===== src/rtl/ecall_uart_pkg.sv =====
// Shared types and defaults for the ecall UART sink.
package ecall_uart_pkg;

    typedef enum logic [1:0] {
        IDLE  = 2'd0,
        START = 2'd1,
        DATA  = 2'd2,
        STOP  = 2'd3
    } tx_state_t;

    localparam int unsigned DEF_CLK_DIV    = 434;
    localparam int unsigned DEF_FIFO_DEPTH = 8;
    localparam int unsigned DEF_FIFO_AW    = 3;

    localparam int unsigned WORD_W         = 32;
    localparam int unsigned BITS_PER_BYTE  = 8;
    localparam int unsigned BYTES_PER_WORD = 4;

endpackage


===== src/rtl/sync_fifo.sv =====
// Single-clock FIFO with a synchronous active-high reset. A push while full
// is accepted only when a pop happens at the same edge.
module sync_fifo #(
    parameter int unsigned DEPTH = 8,
    parameter int unsigned AW    = 3,
    parameter int unsigned WIDTH = 32
) (
    input  logic             clk,
    input  logic             rst,
    input  logic             push,
    input  logic             pop,
    input  logic [WIDTH-1:0] wr_data,
    output logic [WIDTH-1:0] rd_data,
    output logic             full,
    output logic             empty,
    output logic [AW:0]      count
);

    logic [WIDTH-1:0] mem [DEPTH];
    logic [AW-1:0]    wr_ptr;
    logic [AW-1:0]    rd_ptr;
    logic             wr_en;
    logic             rd_en;

    assign full    = (count == (AW+1)'(DEPTH));
    assign empty   = (count == '0);
    assign wr_en   = push && (!full || pop);
    assign rd_en   = pop && !empty;
    assign rd_data = mem[rd_ptr];

    // Pointer and occupancy bookkeeping; pointers wrap modulo DEPTH.
    always_ff @(posedge clk) begin
        if (rst) begin
            wr_ptr <= '0;
            rd_ptr <= '0;
            count  <= '0;
        end else begin
            if (wr_en) wr_ptr <= wr_ptr + 1'b1;
            if (rd_en) rd_ptr <= rd_ptr + 1'b1;
            count <= count + {{AW{1'b0}}, wr_en} - {{AW{1'b0}}, rd_en};
        end
    end

    // Storage write; contents need no reset since occupancy gates reads.
    always_ff @(posedge clk) begin
        if (wr_en) mem[wr_ptr] <= wr_data;
    end

endmodule


===== src/rtl/ecall_uart_tx.sv =====
// Buffers 32-bit ecall words and serialises each one as four 8N1 UART
// bytes, little-endian, LSB first. Words arriving while full are dropped.
module ecall_uart_tx
    import ecall_uart_pkg::*;
#(
    parameter int unsigned CLK_DIV    = DEF_CLK_DIV,
    parameter int unsigned FIFO_DEPTH = DEF_FIFO_DEPTH,
    parameter int unsigned FIFO_AW    = DEF_FIFO_AW
) (
    input  logic               i_clk,
    input  logic               i_rst,
    input  logic               i_ecall_valid,
    input  logic [31:0]        i_ecall_data,
    output logic               o_uart_tx,
    output logic               o_busy,
    output logic               o_overflow,
    output logic [FIFO_AW:0]   o_fifo_count
);

    localparam int unsigned BAUD_W = (CLK_DIV > 1) ? $clog2(CLK_DIV) : 1;

    tx_state_t           state_q, state_d;
    logic [BAUD_W-1:0]   baud_q, baud_d;
    logic [2:0]          bit_q, bit_d;
    logic [1:0]          byte_q, byte_d;
    logic [WORD_W-1:0]   sh_q, sh_d;
    logic                tx_d;
    logic                busy_d;
    logic                baud_end;

    logic                fifo_pop;
    logic                fifo_full;
    logic                fifo_empty;
    logic [WORD_W-1:0]   fifo_rd_data;
    logic [FIFO_AW:0]    fifo_count;
    logic                push_ok;
    logic                drop;
    logic [FIFO_AW:0]    count_nxt;

    sync_fifo #(
        .DEPTH (FIFO_DEPTH),
        .AW    (FIFO_AW),
        .WIDTH (WORD_W)
    ) u_fifo (
        .clk     (i_clk),
        .rst     (i_rst),
        .push    (i_ecall_valid),
        .pop     (fifo_pop),
        .wr_data (i_ecall_data),
        .rd_data (fifo_rd_data),
        .full    (fifo_full),
        .empty   (fifo_empty),
        .count   (fifo_count)
    );

    assign baud_end  = (baud_q == BAUD_W'(CLK_DIV - 1));
    assign push_ok   = i_ecall_valid && (!fifo_full || fifo_pop);
    assign drop      = i_ecall_valid && fifo_full && !fifo_pop;
    assign count_nxt = fifo_count + {{FIFO_AW{1'b0}}, push_ok}
                                  - {{FIFO_AW{1'b0}}, fifo_pop};

    // Next-state, counters, shift register and FIFO pop decision.
    always_comb begin
        state_d  = state_q;
        baud_d   = baud_q;
        bit_d    = bit_q;
        byte_d   = byte_q;
        sh_d     = sh_q;
        fifo_pop = 1'b0;
        case (state_q)
            IDLE: begin
                if (!fifo_empty) begin
                    fifo_pop = 1'b1;
                    sh_d     = fifo_rd_data;
                    byte_d   = '0;
                    baud_d   = '0;
                    state_d  = START;
                end
            end
            START: begin
                if (baud_end) begin
                    baud_d  = '0;
                    bit_d   = '0;
                    state_d = DATA;
                end else begin
                    baud_d = baud_q + 1'b1;
                end
            end
            DATA: begin
                if (baud_end) begin
                    baud_d = '0;
                    // Shifting every bit leaves the next byte in sh[7:0].
                    sh_d   = sh_q >> 1;
                    if (bit_q == 3'd7) begin
                        state_d = STOP;
                    end else begin
                        bit_d = bit_q + 3'd1;
                    end
                end else begin
                    baud_d = baud_q + 1'b1;
                end
            end
            STOP: begin
                if (baud_end) begin
                    baud_d = '0;
                    if (byte_q != 2'd3) begin
                        byte_d  = byte_q + 2'd1;
                        state_d = START;
                    end else if (!fifo_empty) begin
                        fifo_pop = 1'b1;
                        sh_d     = fifo_rd_data;
                        byte_d   = '0;
                        state_d  = START;
                    end else begin
                        state_d = IDLE;
                    end
                end else begin
                    baud_d = baud_q + 1'b1;
                end
            end
            default: state_d = IDLE;
        endcase
    end

    // Line level and busy flag derived from the upcoming state so both register cleanly.
    always_comb begin
        tx_d = 1'b1;
        case (state_d)
            IDLE:    tx_d = 1'b1;
            START:   tx_d = 1'b0;
            DATA:    tx_d = sh_d[0];
            STOP:    tx_d = 1'b1;
            default: tx_d = 1'b1;
        endcase
        busy_d = (state_d != IDLE) || (count_nxt != '0);
    end

    // State, counters and output registers.
    always_ff @(posedge i_clk) begin
        if (i_rst) begin
            state_q    <= IDLE;
            baud_q     <= '0;
            bit_q      <= '0;
            byte_q     <= '0;
            sh_q       <= '0;
            o_uart_tx  <= 1'b1;
            o_busy     <= 1'b0;
            o_overflow <= 1'b0;
        end else begin
            state_q    <= state_d;
            baud_q     <= baud_d;
            bit_q      <= bit_d;
            byte_q     <= byte_d;
            sh_q       <= sh_d;
            o_uart_tx  <= tx_d;
            o_busy     <= busy_d;
            if (drop) o_overflow <= 1'b1;
        end
    end

    assign o_fifo_count = fifo_count;

endmodule


===== config.mk =====
export PLATFORM = sky130hd
export DESIGN_NAME = ecall_uart_tx
export DESIGN_NICKNAME = d
export VERILOG_FILES = /design/src/rtl/ecall_uart_pkg.sv /design/src/rtl/sync_fifo.sv /design/src/rtl/ecall_uart_tx.sv
export SDC_FILE = /design/constraint.sdc
export NUM_CORES = 1
export LEC_CHECK = 0
export ABC_CLOCK_PERIOD_IN_PS = 11950
export BUFFER_PORTS_ARGS = -buffer_cell sky130_fd_sc_hd__buf_4
export CORE_ASPECT_RATIO = 0.8
export CORE_MARGIN = 8
export CORE_UTILIZATION = 40
export CTS_CLUSTER_SIZE = 8
export DETAILED_ROUTE_END_ITERATION = 10
export PLACE_DENSITY_LB_ADDON = 0.1
export SLEW_MARGIN = 25
export SYNTH_ARGS = -nofsm -noshare
export SYNTH_HDL_FRONTEND = slang
export SYNTH_HIERARCHICAL = 1
export SYNTH_SLANG_ARGS = --single-unit

===== constraint.sdc =====
create_clock -name i_clk -period 11.95 [get_ports i_clk]
set_clock_uncertainty 0.1 [all_clocks]
set_input_delay 0.5975 -clock i_clk [delete_from_list [all_inputs] [get_ports i_clk]]
set_output_delay 0.5975 -clock i_clk [all_outputs]
set_load 0.03 [all_outputs]

==> reports/results.env, run 1 <==
SWITCHING_SHARE_OF_TOTAL_POWER_PCT=29.0
SYNTHESIS.AREA_MM2=0.0133
POSTLAYOUTCELLAREA_MM2=0.0154
ASYNC_RESET_FF_SHARE_PCT=0
FINALCRITPERIODSHARE_PCT=33.4
GRT_OVERFLOW_TOTAL=0
TIMING.CRITICAL_PATH.SLOWEST_STAGE_CELL='sky130_fd_sc_hd__nor3b_2'
MAPPED_CELLS=761
NUMBER_OF_NETS_STILL_FAILING_ANTENNA_CHECKS_AFTER_ROUTING=0
TIMING.CRITICAL_PATH.FROM_TYPE='flop'
P_SWITCHING_uW=970
POWER.SHARE.CLOCK_PCT=35.6
ACHIEVABLE-FREQUENCY_MHz=251
FINAL_NETS=888
PLACED_INSTANCES=1204
CLOCK-ROOT-BUFFER='sky130_fd_sc_hd__clkbuf_16'
DETAILED_PLACE.AREA_MM2=0.0140
NETLIST.TOP_CELL.BY_AREA='sky130_fd_sc_hd__edfxtp_1'
LAYOUT_SETUP_WS_NS=7.96
WORSTHOLDENDPOINT='u_fifo/mem[0][15]$_DFFE_PP_'
PWR_DENSITY_CELL_mW_PER_MM2=217
CTS_NUM_SINKS=320
MOST-COMMON-LAYOUT-CELLS='sky130_fd_sc_hd__edfxtp_1 (256), sky130_fd_sc_hd__dfxtp_1 (62), sky130_fd_sc_hd__buf_4 (57)'
CTS_HOLD_REPAIR.BUFFERS=0
SYNTH_SEQUENTIAL_AREA_RATIO_PCT=67.4
CRIT_FANOUT=13
WORST-SETUP-PATH-TYPE='reg -> reg'
NUMBER_OF_SYNTHESIZED_FLOPS_WITH_AN_ENABLE_PIN=256
DETAIL_ROUTE.ITER0.VIOLATIONS=432
R2R_START='u_fifo/count[2]$_SDFF_PP0_'
TIMING.CRITICAL_PATH.TO_TYPE='flop'
POWER.IR.VDD_WORST_V=0.000123
HTREE_NUM_LEVELS=2
SYNTHESIS.NETS=824
TRITONCTS='built'
INTPOWER_uW=2370
SEQUENTIAL_POWER_SHARE_PCT=41.3
CAP_VIOL_MAX_COUNT=0
CORE_MM2=0.0326
YOSYS_REG_BITS=320
RSZ0062_AT_GRT='false'
RUN_STATUS='complete, no violations'
VIA_PER_INST=5.50
GRT_FIRST_PASS_WIRELENGTH_MM=44.1
AREA_GROWTH_PCT=15.7
VIA_COUNT_OF_THE_FIRST_GLOBAL_ROUTING_PASS=7584
WL_PER_CELL_UM=21.8
FINAL_CELLS=1291
DRTPASS1ITERATIONS=4
YOSYSWARNINGCOUNT=6
CHIPWIDTH_UM=220
CLK_PATH_BUF_DEPTH=3
DESIGN.PORTCOUNT=42
RELSLEWSLACK_PCT=35.3
ROW_COUNT=59
TRITONCTS.NUM_BUFFERS=46
DR_TOTAL_VIAS=7105
YS.FLOP_TYPE='sky130_fd_sc_hd__edfxtp_1'
DPL.HPWL_MM=15.7
POSTCTSSETUPBUFFERS=0
LEAKAGEPOWER_uW=0.00505
COUNT_OF_CELLS_RESIZED_BY_POST_CTS_REPAIR=0
REMAINING_DRC_ERRORS=0
FINALHOLDVIOLCOUNT=0
REG2REG_END='u_fifo/count[2]$_SDFF_PP0_'
FF2FF_PATH_DEPTH=13
CLK_PIN_SLEW_NS=0.05
SYNTH_AREA_LEADERS='sky130_fd_sc_hd__edfxtp_1 (58%), sky130_fd_sc_hd__dfxtp_1 (9.6%), sky130_fd_sc_hd__mux4_1 (7.9%), sky130_fd_sc_hd__mux4_2 (4.1%), sky130_fd_sc_hd__mux2_2 (3.0%)'
POWER.SHARE.COMBINATIONAL_PCT=23.2
PLACEMENT.IO_BUFFERS=41
CRITICAL_PATH.TOP_DELAY_FAMILY='simple AND/OR/NAND/NOR gates'
ROUTABILITYCONGESTION=0.774
WORSTHOLDSTART='i_ecall_data[15]'
AVGSYNTHCELLAREA_UM2=17.5
DESIGN.DIE.AREA_MM2=0.0394
WORSTPATHBUFFERINVERTERCOUNT=3
FINAL_LAYOUT_SIZE_SUFFIX_GT1_SHARE_PCT=22.4
SLEW_VIOL_FINAL=0
DRT-TOTAL-WL_MM=28.1
CLOCK_INSERTION_DELAY_WORST_SKEW_NS=0.54
WORSTPATHCELLLIST='inv_1 > ha_1 > nor3b_2 > nor3_1 > or4b_1 > nand2_1 > ha_1 > inv_1 > ha_1 > inv_1 > fa_1 > xor2_1 > nor2_1'
NETLIST.AREA_LEADER.SHARE_PCT=57.8
SETUP_VIOL_COUNT_FINAL=0
WORST-ENDPOINT-REQUIRED_NS=12.25
MIN_DELAY_PATH_DEPTH=1
CP_DATA_ARRIVAL_TIME_NS=4.29
MIN_PATH_TYPE='in -> reg'
CPPEAKSTAGEDELAY_NS=0.76
LAYOUT_COMMONEST_CELL='sky130_fd_sc_hd__edfxtp_1'
DP_WORST_SETUP_SLACK_NS=7.97
SYNTH.LIB_CELLS_USED.DISTINCT=64
NUMBER_OF_ANTENNA_VIOLATIONS_AT_THE_FIRST_CHECK_IN_GLOBAL_ROUTING=0
GLOBALROUTETOTALUTIL_PCT=14.7
TNS_NS=0
WORSTMARGINPINSLEW_NS=0.970
GRT_MAX_DEGREE=66
DIE_H_UM=179
FIN_CRIT_NS=3.99
REG2REG_SETUP_SLACK_NS=7.96
INITIAL_CORE_UTILIZATION_PCT=40.8
==> sequential cells by signal (all words and copies together) (netlist names), 2 cells and up, named ones only <==
| name | flops |
|---|---|
| u_fifo/mem | 256 |
| sh_q | 32 |
| baud_q | 9 |
| u_fifo/count | 4 |
| bit_q | 3 |
| u_fifo/rd_ptr | 3 |
| u_fifo/wr_ptr | 3 |
| byte_q | 2 |
| state_q | 2 |
==> cells in the mapped netlist (8+ instances only) <==
library cell / number
sky130_fd_sc_hd__nand2_1: 14
sky130_fd_sc_hd__inv_1: 22
sky130_fd_sc_hd__o21ai_0: 35
sky130_fd_sc_hd__mux4_1: 40
sky130_fd_sc_hd__edfxtp_1: 256
sky130_fd_sc_hd__buf_6: 16
sky130_fd_sc_hd__mux2_2: 35
sky130_fd_sc_hd__o21ai_1: 10
sky130_fd_sc_hd__nand3_1: 8
sky130_fd_sc_hd__mux4_2: 24
sky130_fd_sc_hd__nor3_1: 8
sky130_fd_sc_hd__dfxtp_1: 64
sky130_fd_sc_hd__nor2_1: 24
sky130_fd_sc_hd__a21oi_1: 51
sky130_fd_sc_hd__ha_1: 26
sky130_fd_sc_hd__a32oi_1: 30
==> how the worst max path moves through the flow <==
| stage | startpoint | end | slack, ns | depth (start not counted) |
|---|---|---|---|---|
| after global placement | baud_q[2]$_SDFFE_PP0P_ | u_fifo/mem[6][14]$_DFFE_PP_ | 7.97 | 7 |
| after global routing | u_fifo/count[2]$_SDFF_PP0_ | u_fifo/count[2]$_SDFF_PP0_ | 7.60 | 13 |
| final | u_fifo/count[2]$_SDFF_PP0_ | u_fifo/count[2]$_SDFF_PP0_ | 7.96 | 13 |
| after floorplan | u_fifo/count[2]$_SDFF_PP0_ | u_fifo/mem[0][0]$_DFFE_PP_ | 6.28 | 8 |
| after detailed placement | u_fifo/count[2]$_SDFF_PP0_ | u_fifo/count[2]$_SDFF_PP0_ | 7.97 | 13 |
| after CTS | u_fifo/count[2]$_SDFF_PP0_ | u_fifo/count[2]$_SDFF_PP0_ | 7.96 | 13 |
==> layout make-up <==
cell class,count,area [um2]
fillers,2776,17200
inverters,22,82.6
clock inverters,3,41.3
multi-input cells,378,4020
flip-flops and latches,320,8970
repair buffers,57,428
diodes,1,2.50
clock buffers,83,1310
well taps,427,534
==> worst reg2reg max path, delay by kind of cell, from the launching register on <==
family	cells	cell delay, ns
xor gates and xnor gates	1	0.16
adders and majority gates	4	1.00
DFF	1	0.34
buffers and inverters	3	0.22
and+or+nand+nor	5	2.05
==> per-stage QoR <==
stage               hold slack [ns]  util (%)  total power (uW)
detailed placement            0.365      43.0              2170
CTS                           0.145      47.2              3380
global placement              0.358      43.0              2140
floorplan                     0.344         -              1980
global route                  0.158      47.2              3510
finish                        0.174      47.2              3340
==> metal layers <==
metal	routed length [um]	vias to the layer above	track usage, %
li1	-	3248	-
met1	13100	3633	19.7
met2	13200	177	23.6
met3	1220	47	3.00
met4	554	0	4.77
met5	0	-	0
==> power groups by stage <==
stage / combinational [uW] / sequential, uW / clock [uW]
after floorplan: 582 / 1400 / 0
after global placement: 752 / 1390 / 0
after detailed placement: 775 / 1400 / 0
after CTS: 779 / 1380 / 1220
after global routing: 858 / 1390 / 1260
final: 774 / 1380 / 1190
==> logic make-up (layout without fill, tap and decap cells) <==
group,after synthesis,count (layout),synth area share [%]
mux,101,101,15.1
other cells,0,1,0
flops,320,320,67.4
xor+xnor,4,4,0.264
buf+inv,63,165,2.90
compound gates,152,152,7.46
fa+ha+maj,28,28,2.75
simple gates,93,93,4.10
Power figures use the tool's default switching activity.
==> run 2, diff against run 1 <==
- ABC_CLOCK_PERIOD_IN_PS: 11950 -> 3240
- clock period: 11.95 -> 3.24 ns (I/O delays scaled with it)
==> run 2 against run 1 <==
First-iteration DRC count grew 16%. Global-route usage increased by 0.44 points. Routed wire length increased by 3.9%. Critical path depth up 1. Combinational power increased to 4.0 times the previous value. Register-to-register slack worse by 7.8 ns. Maximum frequency increased by 29%. Sequential power increased to 3.7 times the previous value. Die area unchanged. Largest cell class unchanged. Highest routed layer is now met5.
==> reports/results.env, run 2 (synthesis results as in run 1) <==
RUN_STATUS='complete, no violations'
TOTAL_POWER_uW=12400  # +270%
CAP_VIOL_MAX_COUNT=0  # unchanged
TRITONCTS='built'
WORST-ENDPOINT-REQUIRED_NS=3.52  # -8.73 ns
PLACEMENT.IO_BUFFERS=41  # unchanged
GRT_FIRST_PASS_WIRELENGTH_MM=45.7  # +3.6%
PLACED_INSTANCES=1221  # +1.4%
POSTLAYOUTCELLAREA_MM2=0.0159  # +3.5%
FIN_CRIT_NS=3.10  # -0.892 ns
TNS_NS=0  # unchanged
DESIGN.DIE.AREA_MM2=0.0394  # unchanged
LARGEST_REGISTER_FF_COUNT=256  # unchanged
CLK_PATH_BUF_DEPTH=3  # unchanged
DRTPASS1ITERATIONS=5  # +1
GRT_MAX_DEGREE=66  # unchanged
TRITONCTS.NUM_BUFFERS=45  # -2.2%
RELSLEWSLACK_PCT=39.4  # +4.1 points
CORE_MM2=0.0326  # unchanged
VIA_COUNT_OF_THE_FIRST_GLOBAL_ROUTING_PASS=7721  # +1.8%
WORSTSETUPSTARTPOINT='baud_q[1]$_SDFFE_PP0P_'
RSZ0062_AT_GRT='true'
LAYOUT.FILLER_CELLS=2753  # -0.83%
SETUP_VIOL_COUNT_FINAL=0  # unchanged
DETAIL_ROUTE.ITER0.VIOLATIONS=501  # +16%
DETAILED_PLACE.AREA_MM2=0.0143  # +1.7%
TIMING.CRITICAL_PATH.TO_TYPE='flop'
GLOBALROUTETOTALUTIL_PCT=15.1  # +0.44 points
DPL.HPWL_MM=16.9  # +7.8%
AREA_GROWTH_PCT=19.8
GRT_OVERFLOW_TOTAL=0  # unchanged
DESIGN.PORTCOUNT=42  # unchanged
DIODES=0  # -1
TIMING.CRITICAL_PATH.FROM_TYPE='flop'
FINAL_CELLS=1340  # +3.8%
INITIAL_CORE_UTILIZATION_PCT=40.8  # unchanged
MOST-COMMON-LAYOUT-CELLS='sky130_fd_sc_hd__edfxtp_1 (256), sky130_fd_sc_hd__buf_4 (72), sky130_fd_sc_hd__dfxtp_1 (54)'
MIN_PATH_TYPE='in -> reg'
FINAL_LAYOUT_SIZE_SUFFIX_GT1_SHARE_PCT=24.2  # +1.8 points
CLOCK_INSERTION_DELAY_WORST_SKEW_NS=0.53  # about the same
CHIPWIDTH_UM=220  # unchanged
ROW_COUNT=59  # unchanged
CTS_NUM_SINKS=320  # unchanged
LAYOUT_COMMONEST_CELL='sky130_fd_sc_hd__edfxtp_1'
CLK_PIN_SLEW_NS=0.05  # about the same
SEQ_AREA_MM2=0.00899  # +0.17%
WORSTMARGINPINSLEW_NS=0.906  # -0.0643 ns
LEAKAGEPOWER_uW=0.00528  # +4.6%
R2R_START='baud_q[1]$_SDFFE_PP0P_'
NUMBER_OF_NETS_STILL_FAILING_ANTENNA_CHECKS_AFTER_ROUTING=0  # unchanged
VIA_PER_INST=5.46  # -0.82%
CLOCK-ROOT-BUFFER='sky130_fd_sc_hd__clkbuf_16'
REG_WITH_MOST_FFS='u_fifo/mem'
DRT-TOTAL-WL_MM=29.2  # +3.9%
WORST-SETUP-PATH-TYPE='reg -> reg'
WL_PER_CELL_UM=21.8  # +0.11%
REG_TOP3='u_fifo/mem (256), sh_q (32), baud_q (9)'
COMBINED_AREA_OF_THE_MULTI_INPUT_LOGIC_CELLS_MM2=0.00407  # +1.3%
DR_TOTAL_VIAS=7314  # +2.9%
FINAL_NETS=940  # +5.9%
FINALCRITPERIODSHARE_PCT=95.6  # +62 points
ACHIEVABLE-FREQUENCY_MHz=323  # +29%
FINALHOLDVIOLCOUNT=0  # unchanged
HTREE_NUM_LEVELS=2  # unchanged
CRIT_FANOUT=4  # -9
POWER.IR.VDD_WORST_V=0.000595  # +380%
REMAINING_DRC_ERRORS=0  # unchanged
DIE_H_UM=179  # unchanged
PWR_DENSITY_CELL_mW_PER_MM2=779  # +260%
NUMBER_OF_ANTENNA_VIOLATIONS_AT_THE_FIRST_CHECK_IN_GLOBAL_ROUTING=1  # +1
FINALCOREUTILIZATION_PCT=48.8  # +1.6 points
ROUTABILITYCONGESTION=0.747  # -3.6%
SLEW_VIOL_FINAL=0  # unchanged
CP_DATA_ARRIVAL_TIME_NS=3.38  # -0.91 ns
WORSTHOLDSTART='i_rst'
[run 2: worst max-delay path: stages, from the launching register on]
cell                      delay [ns]
sky130_fd_sc_hd__dfxtp_2        0.33
sky130_fd_sc_hd__inv_1          0.05
sky130_fd_sc_hd__ha_1           0.19
sky130_fd_sc_hd__and4_4         0.21
sky130_fd_sc_hd__a41oi_4        0.22
sky130_fd_sc_hd__nor3_4         0.06
sky130_fd_sc_hd__or4b_4         0.57
sky130_fd_sc_hd__nand2_8        0.13
sky130_fd_sc_hd__ha_1           0.23
sky130_fd_sc_hd__inv_1          0.06
sky130_fd_sc_hd__ha_1           0.15
sky130_fd_sc_hd__inv_1          0.06
sky130_fd_sc_hd__fa_1           0.40
sky130_fd_sc_hd__xor2_1         0.13
sky130_fd_sc_hd__nor2_1         0.05
[run 2: per-stage QoR]
step	setup WS, ns	hold WS, ns
finish	0.142	0.0591
global route	-0.0287	0.0868
CTS	0.0291	0.0497
detailed placement	-0.0802	0.302
global placement	-0.0234	0.294
floorplan	0.0145	0.161
[run 2: layout make-up]
type	count	area share, %
Sequential cell	320	56.4
Multi-Input combinational cell	378	25.6
Clock buffer	81	7.92
Timing Repair Buffer	110	6.10
Tap cell	427	3.35
Inverter	22	0.519
Clock inverter	2	0.110
[run 2: worst paths after layout]
kind / end / slack, ns / depth (start not counted)
setup / recovery: u_fifo/count[2]$_SDFF_PP0_ / 0.14 / 14
hold / removal: u_fifo/count[1]$_SDFF_PP0_ / 0.06 / 2
setup reg to reg: u_fifo/count[2]$_SDFF_PP0_ / 0.14 / 14
hold reg to reg: o_overflow$_SDFFE_PP0P_ / 0.37 / 2
[run 2: repair_timing]
| item | in CTS | in global routing |
|---|---|---|
| endpoints found under the setup margin | 22 | 52 |
| hold endpoints to repair | 259 | 0 |
| resized for setup | 1 | 8 |
| pin swaps | 2 | 6 |
| setup buffers | 2 | 1 |
| hold buffers | 33 | 0 |
[run 2: per-layer routing]
layer  GRT usage, %  share of wire, %  routed length (um)
met1           21.3                47               13800
met2           23.7                46               13600
met3           2.97               4.7                1360
met4           4.11               1.6                 464
met5              0             0.041                  12
[run 2: power by group]
group | switching (uW) | internal [uW] | total (uW)
sequential | 210 | 4870 | 5080
combinational | 1760 | 1330 | 3090
clock | 1640 | 2600 | 4240
